[src/rtl/mem_arbiter_pkg.sv]
// Shared definitions for the RAM arbiter: CPU command encodings, arbiter
// state encoding and default bus widths.
package mem_arbiter_pkg;

  localparam int DEF_AW = 9;
  localparam int DEF_DW = 16;

  localparam logic [1:0] MREAD  = 2'b00;
  localparam logic [1:0] MNONE  = 2'b01;
  localparam logic [1:0] MWRITE = 2'b11;
  localparam logic [1:0] MILL   = 2'b10;

  typedef enum logic {
    ST_BOOT = 1'b0,
    ST_RUN  = 1'b1
  } arb_state_e;

  // The illegal encoding is deliberately not an access, so it yields the RAM.
  function automatic logic is_cpu_access(input logic [1:0] cmd);
    return (cmd == MREAD) || (cmd == MWRITE);
  endfunction

endpackage

[src/rtl/mem_arbiter_wait_counter.sv]
// Saturating count of RUN cycles a loader request has been left waiting,
// plus the sticky-until-granted starvation flag.
module arb_wait_counter #(
  parameter int STARVE_LIMIT = 64
) (
  input  logic clk,
  input  logic reset,
  input  logic run,
  input  logic ld_req,
  input  logic ld_gnt,
  output logic ld_starved
);

  localparam int CW = $clog2(STARVE_LIMIT + 1);
  localparam logic [CW-1:0] LIMIT = CW'(STARVE_LIMIT);

  logic [CW-1:0] count_q, count_d;
  logic          starved_q, starved_d;

  always_comb begin
    count_d   = count_q;
    starved_d = starved_q;
    if (!run || !ld_req || ld_gnt) begin
      count_d = '0;
    end else if (count_q < LIMIT) begin
      count_d = count_q + 1'b1;
    end
    // A grant always wins over reaching the limit in the same cycle.
    if (ld_gnt) begin
      starved_d = 1'b0;
    end else if (count_d == LIMIT) begin
      starved_d = 1'b1;
    end
  end

  always_ff @(posedge clk) begin
    if (reset) begin
      count_q   <= '0;
      starved_q <= 1'b0;
    end else begin
      count_q   <= count_d;
      starved_q <= starved_d;
    end
  end

  assign ld_starved = starved_q;

endmodule

[src/rtl/mem_arbiter.sv]
// Shares the single-port RAM between the CPU and the loader/debug port:
// the loader owns it during BOOT, afterwards the CPU has absolute priority.
module mem_arbiter
  import mem_arbiter_pkg::*;
#(
  parameter int AW           = DEF_AW,
  parameter int DW           = DEF_DW,
  parameter bit BOOT_EN      = 1'b1,
  parameter int STARVE_LIMIT = 64
) (
  input  logic          clk,
  input  logic          reset,
  input  logic [1:0]    cpu_mem_cmd,
  input  logic [AW-1:0] cpu_mem_addr,
  input  logic [DW-1:0] cpu_wdata,
  output logic [DW-1:0] cpu_rdata,
  output logic          cpu_reset,
  input  logic          ld_req,
  input  logic          ld_we,
  input  logic [AW-1:0] ld_addr,
  input  logic [DW-1:0] ld_wdata,
  input  logic          ld_done,
  output logic          ld_gnt,
  output logic          ld_rvalid,
  output logic [DW-1:0] ld_rdata,
  output logic          ld_starved,
  output logic [AW-1:0] ld_count,
  output logic          err_cmd,
  output logic [AW-1:0] ram_addr,
  output logic          ram_we,
  output logic [DW-1:0] ram_wdata,
  input  logic [DW-1:0] ram_rdata
);

  localparam arb_state_e RESET_STATE = BOOT_EN ? ST_BOOT : ST_RUN;

  arb_state_e    state_q, state_d;
  logic          rvalid_q, rvalid_d;
  logic [DW-1:0] rdata_hold_q, rdata_hold_d;
  logic [AW-1:0] count_q, count_d;
  logic          err_q, err_d;
  logic          in_boot, cpu_owns, gnt;

  assign in_boot  = (state_q == ST_BOOT);
  assign cpu_owns = !in_boot && is_cpu_access(cpu_mem_cmd);
  assign gnt      = ld_req && !cpu_owns;

  always_comb begin
    state_d      = state_q;
    rvalid_d     = gnt && !ld_we;
    rdata_hold_d = rdata_hold_q;
    count_d      = count_q;
    err_d        = err_q;
    if (rvalid_q) begin
      rdata_hold_d = ram_rdata;
    end
    if (in_boot) begin
      if (ld_done) begin
        state_d = ST_RUN;
      end
      if (gnt && ld_we && (count_q != '1)) begin
        count_d = count_q + 1'b1;
      end
    end else if (cpu_mem_cmd == MILL) begin
      err_d = 1'b1;
    end
  end

  always_ff @(posedge clk) begin
    if (reset) begin
      state_q      <= RESET_STATE;
      rvalid_q     <= 1'b0;
      rdata_hold_q <= '0;
      count_q      <= '0;
      err_q        <= 1'b0;
    end else begin
      state_q      <= state_d;
      rvalid_q     <= rvalid_d;
      rdata_hold_q <= rdata_hold_d;
      count_q      <= count_d;
      err_q        <= err_d;
    end
  end

  always_comb begin
    ram_addr  = cpu_mem_addr;
    ram_we    = 1'b0;
    ram_wdata = cpu_wdata;
    if (cpu_owns) begin
      ram_we = (cpu_mem_cmd == MWRITE);
    end else if (gnt) begin
      ram_addr  = ld_addr;
      ram_we    = ld_we;
      ram_wdata = ld_wdata;
    end
  end

  arb_wait_counter #(
    .STARVE_LIMIT(STARVE_LIMIT)
  ) u_wait (
    .clk       (clk),
    .reset     (reset),
    .run       (!in_boot),
    .ld_req    (ld_req),
    .ld_gnt    (gnt),
    .ld_starved(ld_starved)
  );

  // Read data is live in the valid cycle and held afterwards until the next read.
  assign ld_rdata  = rvalid_q ? ram_rdata : rdata_hold_q;
  assign cpu_rdata = ram_rdata;
  assign cpu_reset = in_boot;
  assign ld_gnt    = gnt;
  assign ld_rvalid = rvalid_q;
  assign ld_count  = count_q;
  assign err_cmd   = err_q;

endmodule

[config.mk]
export PLATFORM = sky130hd
export DESIGN_NAME = mem_arbiter
export DESIGN_NICKNAME = d
export VERILOG_FILES = /design/src/rtl/mem_arbiter_pkg.sv /design/src/rtl/mem_arbiter_wait_counter.sv /design/src/rtl/mem_arbiter.sv
export SDC_FILE = /design/constraint.sdc
export NUM_CORES = 1
export LEC_CHECK = 0
export ABC_AREA = 1
export CORE_MARGIN = 4
export CORE_UTILIZATION = 38
export DETAILED_ROUTE_END_ITERATION = 7
export GPL_TIMING_DRIVEN = 0
export PLACE_DENSITY = 0.87
export SYNTH_ARGS = -nofsm -noshare
export SYNTH_HDL_FRONTEND = slang
export SYNTH_SLANG_ARGS = --single-unit
[constraint.sdc]
create_clock -name clk -period 3.4 [get_ports clk]
set_clock_uncertainty 0.15 [all_clocks]
set_input_delay 0.68 -clock clk [delete_from_list [all_inputs] [get_ports clk]]
set_output_delay 0.68 -clock clk [all_outputs]
set_load 0.02 [all_outputs]
==> results.yml, run 1 <==
power_and_ir_drop:
  pwr-share-clk_pct: 31.0
  leakage_nw: 1.69
  p_per_area_mw_per_mm2: 323
  power_w: 0.00119
  p_sw_share_pct: 29.0
  ir_drop_v: 0.000242
  p_seq_share_pct: 37.0
  pwr-share-comb_pct: 32.0
  power_switching_w: 0.000344
  p_int_w: 0.000843
clock_network:
  htree_num_levels: 2
  cts_tree: "built"
  cts_buffers: 5
  ctsHoldBuffers: 0
  clk_pin_slew_worst_paths_ns: 0.07
  cts-root-buf: "clkbuf_8"
  clockBufferDepth: 2
  cts.sinks: 36
  clock_latency_ns: 0.28
worst_setup_path:
  required_ns: 2.57
  r2r-start: "ld_count[0]$_SDFFE_PP0P_"
  r2r_slack_ns: 1.35
  cp_common_cell: "nand2_1"
  cp_num_cells: 10
  crit_family: "buffers and inverters"
  crit_path_top_delay_cell: "clkdlybuf4s50_1"
  cp_max_fo: 10
  crit_type: "input port to output pin"
  worstPathArrival_ns: 2.48
  reg2regPathDepth: 12
  crit_path_end_kind: "output pin"
  slowest_delay_ns: 0.50
  r2r-end: "ld_count[4]$_SDFFE_PP0P_"
  path_cells: "clkdlybuf4s50_1, inv_1, ha_4, a21oi_4, buf_6, inv_4, buf_4, nand2_1, nand2_1, dlygate4sd2_1"
  start_kind: "input port"
  cp.buffers_inverters: 6
timing:
  slew_violations: 0
  slew-limit-headroom_pct: 68.3
  setup_viol: 0
  layout_setup_ws_ns: 0.0898
  tightestPinTransition_ns: 0.475
  finalHoldViolCount: 0
  fin_crit_ns: 3.31
  fin_crit_sh_pct: 97.4
  whs_ns: 0.322
  fmax_mhz: 302
finish:
  finalNetCount: 554
  final_cell_area_sq_mm: 0.00367
  n_fill_cell: 430
  area_delta_synth_final_pct: 80.7
  layout_commonest_cell: "nand2_1"
  layout_common_cells: "148 x nand2_1, 117 x clkdlybuf4s50_1, 36 x dfxtp_1"
  num_antenna_cells: 0
  final_util_pct: 71.4
  drive_gt1_share_pct: 12.4
global_routing:
  grt_overflow_total: 0
  grt_max_degree: 13
  grt_pass1_vias: 2419
  grt_use_total_pct: 20.3
  grt_pass1_wl_um: 10800
  antenna_found_initial: 0
worst_hold_path:
  hold_path_depth: 2
  hold_path_end: "rdata_hold_q[6]$_SDFF_PP0_"
  hp-class: "flip-flop to flip-flop"
  hp-start: "rdata_hold_q[6]$_SDFF_PP0_"
placement:
  placedInstanceArea_sq_mm: 0.00356
  port_buffers: 144
  gp_congestion: 0.817
  dp_hpwl_um: 5680
  place_ws_ns: -0.458
floorplan:
  std_cell_rows: 26
  dieArea_sq_mm: 0.00658
  die_h_um: 81.1
  coreArea_sq_mm: 0.00514
  die_w_um: 81.1
  ios: 145
  start_util_pct: 39.5
routing:
  drt-total-wl_um: 7030
  dr.pass1.iters: 5
  wl_per_cell_um: 12.8
  drc_errors: 0
  vias_per_cell: 4.64
  vias: 2536
  drtIter0Drc: 121
  antenna_left: 0
logic_synthesis:
  syn_area_sq_mm: 0.00203
  syn-num-nets: 397
  synth_warnings: 0
  synth_area_leader_cell: "dfxtp_1"
  synth.avg_cell_area_sq_um: 6.37
  seq_area_frac_synth_pct: 35.5
  synthDistinctLibCells: 23
  ys_seq_elements: 36
  synth.top_cell.area_share_pct: 35.5
  netlist_top_cells_area: "dfxtp_1 35%, nand2_1 27%, buf_4 7.0%"
  synthCells: 319
job:
  drv_cap: 0
outcome:
  status: "finished, final reports clean"
## layout make-up
cell class / count / area, sq um / share of cell area [%]
Buffer: 27 / 194 / 5.28
Clock inverter: 3 / 42.5 / 1.16
Timing Repair Buffer: 150 / 1410 / 38.4
Inverter: 18 / 70.1 / 1.91
Clock buffer: 5 / 68.8 / 1.87
Multi-Input combinational cell: 238 / 1080 / 29.3
Tap cell: 70 / 87.6 / 2.39
Sequential cell: 36 / 721 / 19.6
## through the flow
stage	setup TNS, ns	instances
after global placement	-7.14	533
final	0	547
after global routing	-0.0168	547
after detailed placement	-8.13	533
after CTS	0	542
after floorplan	0	319
## logic make-up (layout without fill, tap and decap cells)
kind of cell	count (synthesis)	count (layout)	synth area share (%)
compound gates	32	32	8.19
xor+xnor	1	1	0.431
fa+ha+maj	5	5	3.08
buf+inv	45	203	12.5
flops	36	36	35.5
simple gates	200	200	40.3
## worst register-to-register path: cells and delay by family, from the launching register on
family        cells  cell delay [ns]
flops             1             0.35
simple gates      9             0.95
fa+ha+maj         2             0.40
buf+inv           1             0.10
## power groups by stage
| stage | clock, W | sequential, W | combinational [W] |
|---|---|---|---|
| finish | 0.000367 | 0.000440 | 0.000380 |
| floorplan | 0 | 0.000452 | 0.000169 |
| CTS | 0.000376 | 0.000439 | 0.000375 |
| global placement | 0 | 0.000449 | 0.000385 |
| global route | 0.000392 | 0.000441 | 0.000407 |
| detailed placement | 0 | 0.000449 | 0.000392 |
## cells in the mapped netlist
cell and number:
nand2_1 148, ha_1 5, a21oi_1 24, buf_6 1, nand4_1 1, inv_1 17
nor2_1 27, nor4_1 1, buf_2 3, a21oi_2 1, buf_1 1, o21ai_0 6
nand3_4 1, nor2_4 2, xor2_1 1, dfxtp_1 36, o21bai_1 1, clkbuf_1 3
nor3_1 4, inv_4 1, nand3_1 14, nor3_2 2, buf_4 19
## flip-flops by register name, indices dropped and copies added (netlist names)
register	count
ld_rvalid	1
state_q	1
ld_count	9
err_cmd	1
u_wait.count_q	7
u_wait.ld_starved	1
rdata_hold_q	16
## routing by layer
metal / track usage [%] / share of wire, % / vias to the layer above
met1: 24.6 / 40 / 1127
met5: 0 / 0 / -
li1: - / - / 1303
met4: 4.22 / 1.3 / 0
met3: 5.21 / 8.3 / 11
met2: 35.9 / 50 / 95
## worst max-delay path by stage
stage | start | endpoint
detailed placement | cpu_mem_cmd[0] | ram_wdata[4]
floorplan | cpu_mem_cmd[0] | ram_wdata[10]
finish | cpu_mem_cmd[0] | ram_wdata[0]
CTS | cpu_mem_cmd[0] | ram_addr[4]
global route | cpu_mem_cmd[0] | ram_wdata[1]
global placement | cpu_mem_cmd[0] | ram_wdata[4]
## timing repair
action / CTS / global route
pin swaps: 1 / 1
setup buffers: 1 / 4
gates resized for setup: 37 / 24
endpoints found under the setup margin: 27 / 20
hold endpoints to repair: 0 / 0
gates cloned: 0 / 1
Power figures use the tool's default switching activity.
==> run 2, diff against run 1 <==
- CORE_ASPECT_RATIO: unset -> 0.6
==> results.yml, run 2 (synthesized netlist as in run 1, its figures left out) <==
outcome:
  status: "finished, final reports clean"
timing:
  slew-limit-headroom_pct: 65.9
  tightestPinTransition_ns: 0.512
  fin_crit_ns: 3.32
  finalHoldViolCount: 0
  tns_ns: 0
  fin_crit_sh_pct: 97.8
  rsz0062_at_grt: "false"
  fmax_mhz: 301
  setup_viol: 0
  slew_violations: 0
worst_setup_path:
  r2r-end: "ld_count[4]$_SDFFE_PP0P_"
  crit_family: "buffers and inverters"
  crit_path_end_kind: "output pin"
  path_cells: "clkdlybuf4s50_1, inv_1, ha_4, a21oi_4, buf_6, inv_4, buf_4, nand2_1, nand2_1, dlygate4sd2_1"
  slowest_delay_ns: 0.48
  crit_type: "input port to output pin"
  r2r-start: "ld_count[0]$_SDFFE_PP0P_"
  r2r_slack_ns: 1.37
  required_ns: 2.57
  cp_common_cell: "nand2_1"
  crit_path_top_delay_cell: "clkdlybuf4s50_1"
  cp.buffers_inverters: 6
  cp_max_fo: 10
  worstPathArrival_ns: 2.49
  reg2regPathDepth: 12
  start_kind: "input port"
power_and_ir_drop:
  pwr-share-comb_pct: 32.1
  p_per_area_mw_per_mm2: 322
  ir_drop_v: 0.000168
  p_seq_share_pct: 37.0
  pwr-share-clk_pct: 30.9
  leakage_nw: 1.72
  power_w: 0.00119
  p_sw_share_pct: 28.8
  power_switching_w: 0.000342
  p_int_w: 0.000848
finish:
  layout_common_cells: "148 x nand2_1, 117 x clkdlybuf4s50_1, 36 x dfxtp_1"
  final_cell_area_sq_mm: 0.00370
  area_delta_synth_final_pct: 82.1
  n_fill_cell: 408
  largest_register_ffs: 16
  drive_gt1_share_pct: 9.28
  final_util_pct: 72.5
  fin_cells: 540
  num_antenna_cells: 0
  regMostFlops: "rdata_hold_q"
  finalNetCount: 551
  layout_commonest_cell: "nand2_1"
global_routing:
  grt_pass1_vias: 2399
  grt_use_total_pct: 21.1
  grt_overflow_total: 0
  grt_pass1_wl_um: 11100
  grt_max_degree: 12
  antenna_found_initial: 0
clock_network:
  cts.sinks: 36
  clk_pin_slew_worst_paths_ns: 0.07
  clock_latency_ns: 0.29
  cts_buffers: 5
  clockBufferDepth: 2
  htree_num_levels: 2
  cts_tree: "built"
  cts-root-buf: "clkbuf_8"
worst_hold_path:
  hp-class: "flip-flop to flip-flop"
  hold_path_depth: 2
  hp-start: "u_wait.ld_starved$_SDFFE_PP0N_"
  hold_path_end: "u_wait.ld_starved$_SDFFE_PP0N_"
floorplan:
  ios: 145
  start_util_pct: 39.8
  coreArea_sq_mm: 0.00510
  die_w_um: 102
  dieArea_sq_mm: 0.00662
  die_h_um: 64.6
  std_cell_rows: 20
routing:
  vias: 2461
  antenna_left: 0
  dr.pass1.iters: 4
  wl_per_cell_um: 13.2
  drt-total-wl_um: 7130
  drtIter0Drc: 75
  drc_errors: 0
  vias_per_cell: 4.56
placement:
  placedInstanceArea_sq_mm: 0.00356
  dp_hpwl_um: 5810
  gp_congestion: 0.824
  post-place-cells: 529
  port_buffers: 144
job:
  drv_cap: 0
==> run 2: timing repair <==
item,4_1_cts,5_1_grt
hold buffers,0,0
resized for setup,31,15
pin swaps,1,1
buffers inserted,1,1
gates cloned,1,0
endpoints found under the setup margin,27,17
==> run 2: how the worst max path moves through the flow <==
stage / from / to / slack, ns / cells after the start
final: cpu_mem_cmd[0] / ram_addr[6] / 0.08 / 10
after global placement: cpu_mem_cmd[0] / ram_addr[7] / -0.45 / 9
after global routing: cpu_mem_cmd[0] / ram_addr[6] / 0.0002 / 10
after CTS: cpu_mem_cmd[0] / ram_addr[8] / 0.0003 / 9
after detailed placement: cpu_mem_cmd[0] / ram_addr[7] / -0.46 / 9
after floorplan: cpu_mem_cmd[0] / ram_wdata[10] / 0.76 / 7
==> run 2: area by class of cell <==
type,count,area (sq um),area share (%)
timing repair buffer,147,1450,39.2
multi-input combinational,238,1080,29.1
sequential,36,721,19.5
buffer,27,190,5.14
tap,66,82.6,2.23
clock buffer,6,72.6,1.96
inverter,18,70.1,1.89
clock inverter,2,35.0,0.947
==> run 2: per-layer routing <==
metal	track usage, %	part of all wire (%)	routed length (um)
met5	0	0	0
met4	3.27	0.74	53
met3	5.38	7.2	515
met2	36.2	48	3410
met1	27.1	44	3150
==> run 2: stage by stage <==
| step | hold WS [ns] | setup WS (ns) |
|---|---|---|
| 2_1_floorplan | 0.297 | 0.763 |
| 3_3_place_gp | 0.291 | -0.454 |
| 3_5_place_dp | 0.293 | -0.460 |
| 4_1_cts | 0.309 | 0.000338 |
| 5_1_grt | 0.333 | 0.000224 |
| 6_report | 0.307 | 0.0760 |
==> run 2: power groups by stage <==
stage	registers, W	clock network (W)	logic [W]
after floorplan	0.000452	0	0.000169
after global placement	0.000449	0	0.000386
after detailed placement	0.000449	0	0.000390
after CTS	0.000440	0.000375	0.000382
after global routing	0.000441	0.000399	0.000411
final	0.000440	0.000368	0.000382
==> run 2: worst min-delay path: cells and delay by family, from the launching register on <==
kind | cells | cell delay [ns]
flip-flops | 1 | 0.32
buffers and inverters | 1 | 0.05
AO/OA/AOI/OAI | 1 | 0.05
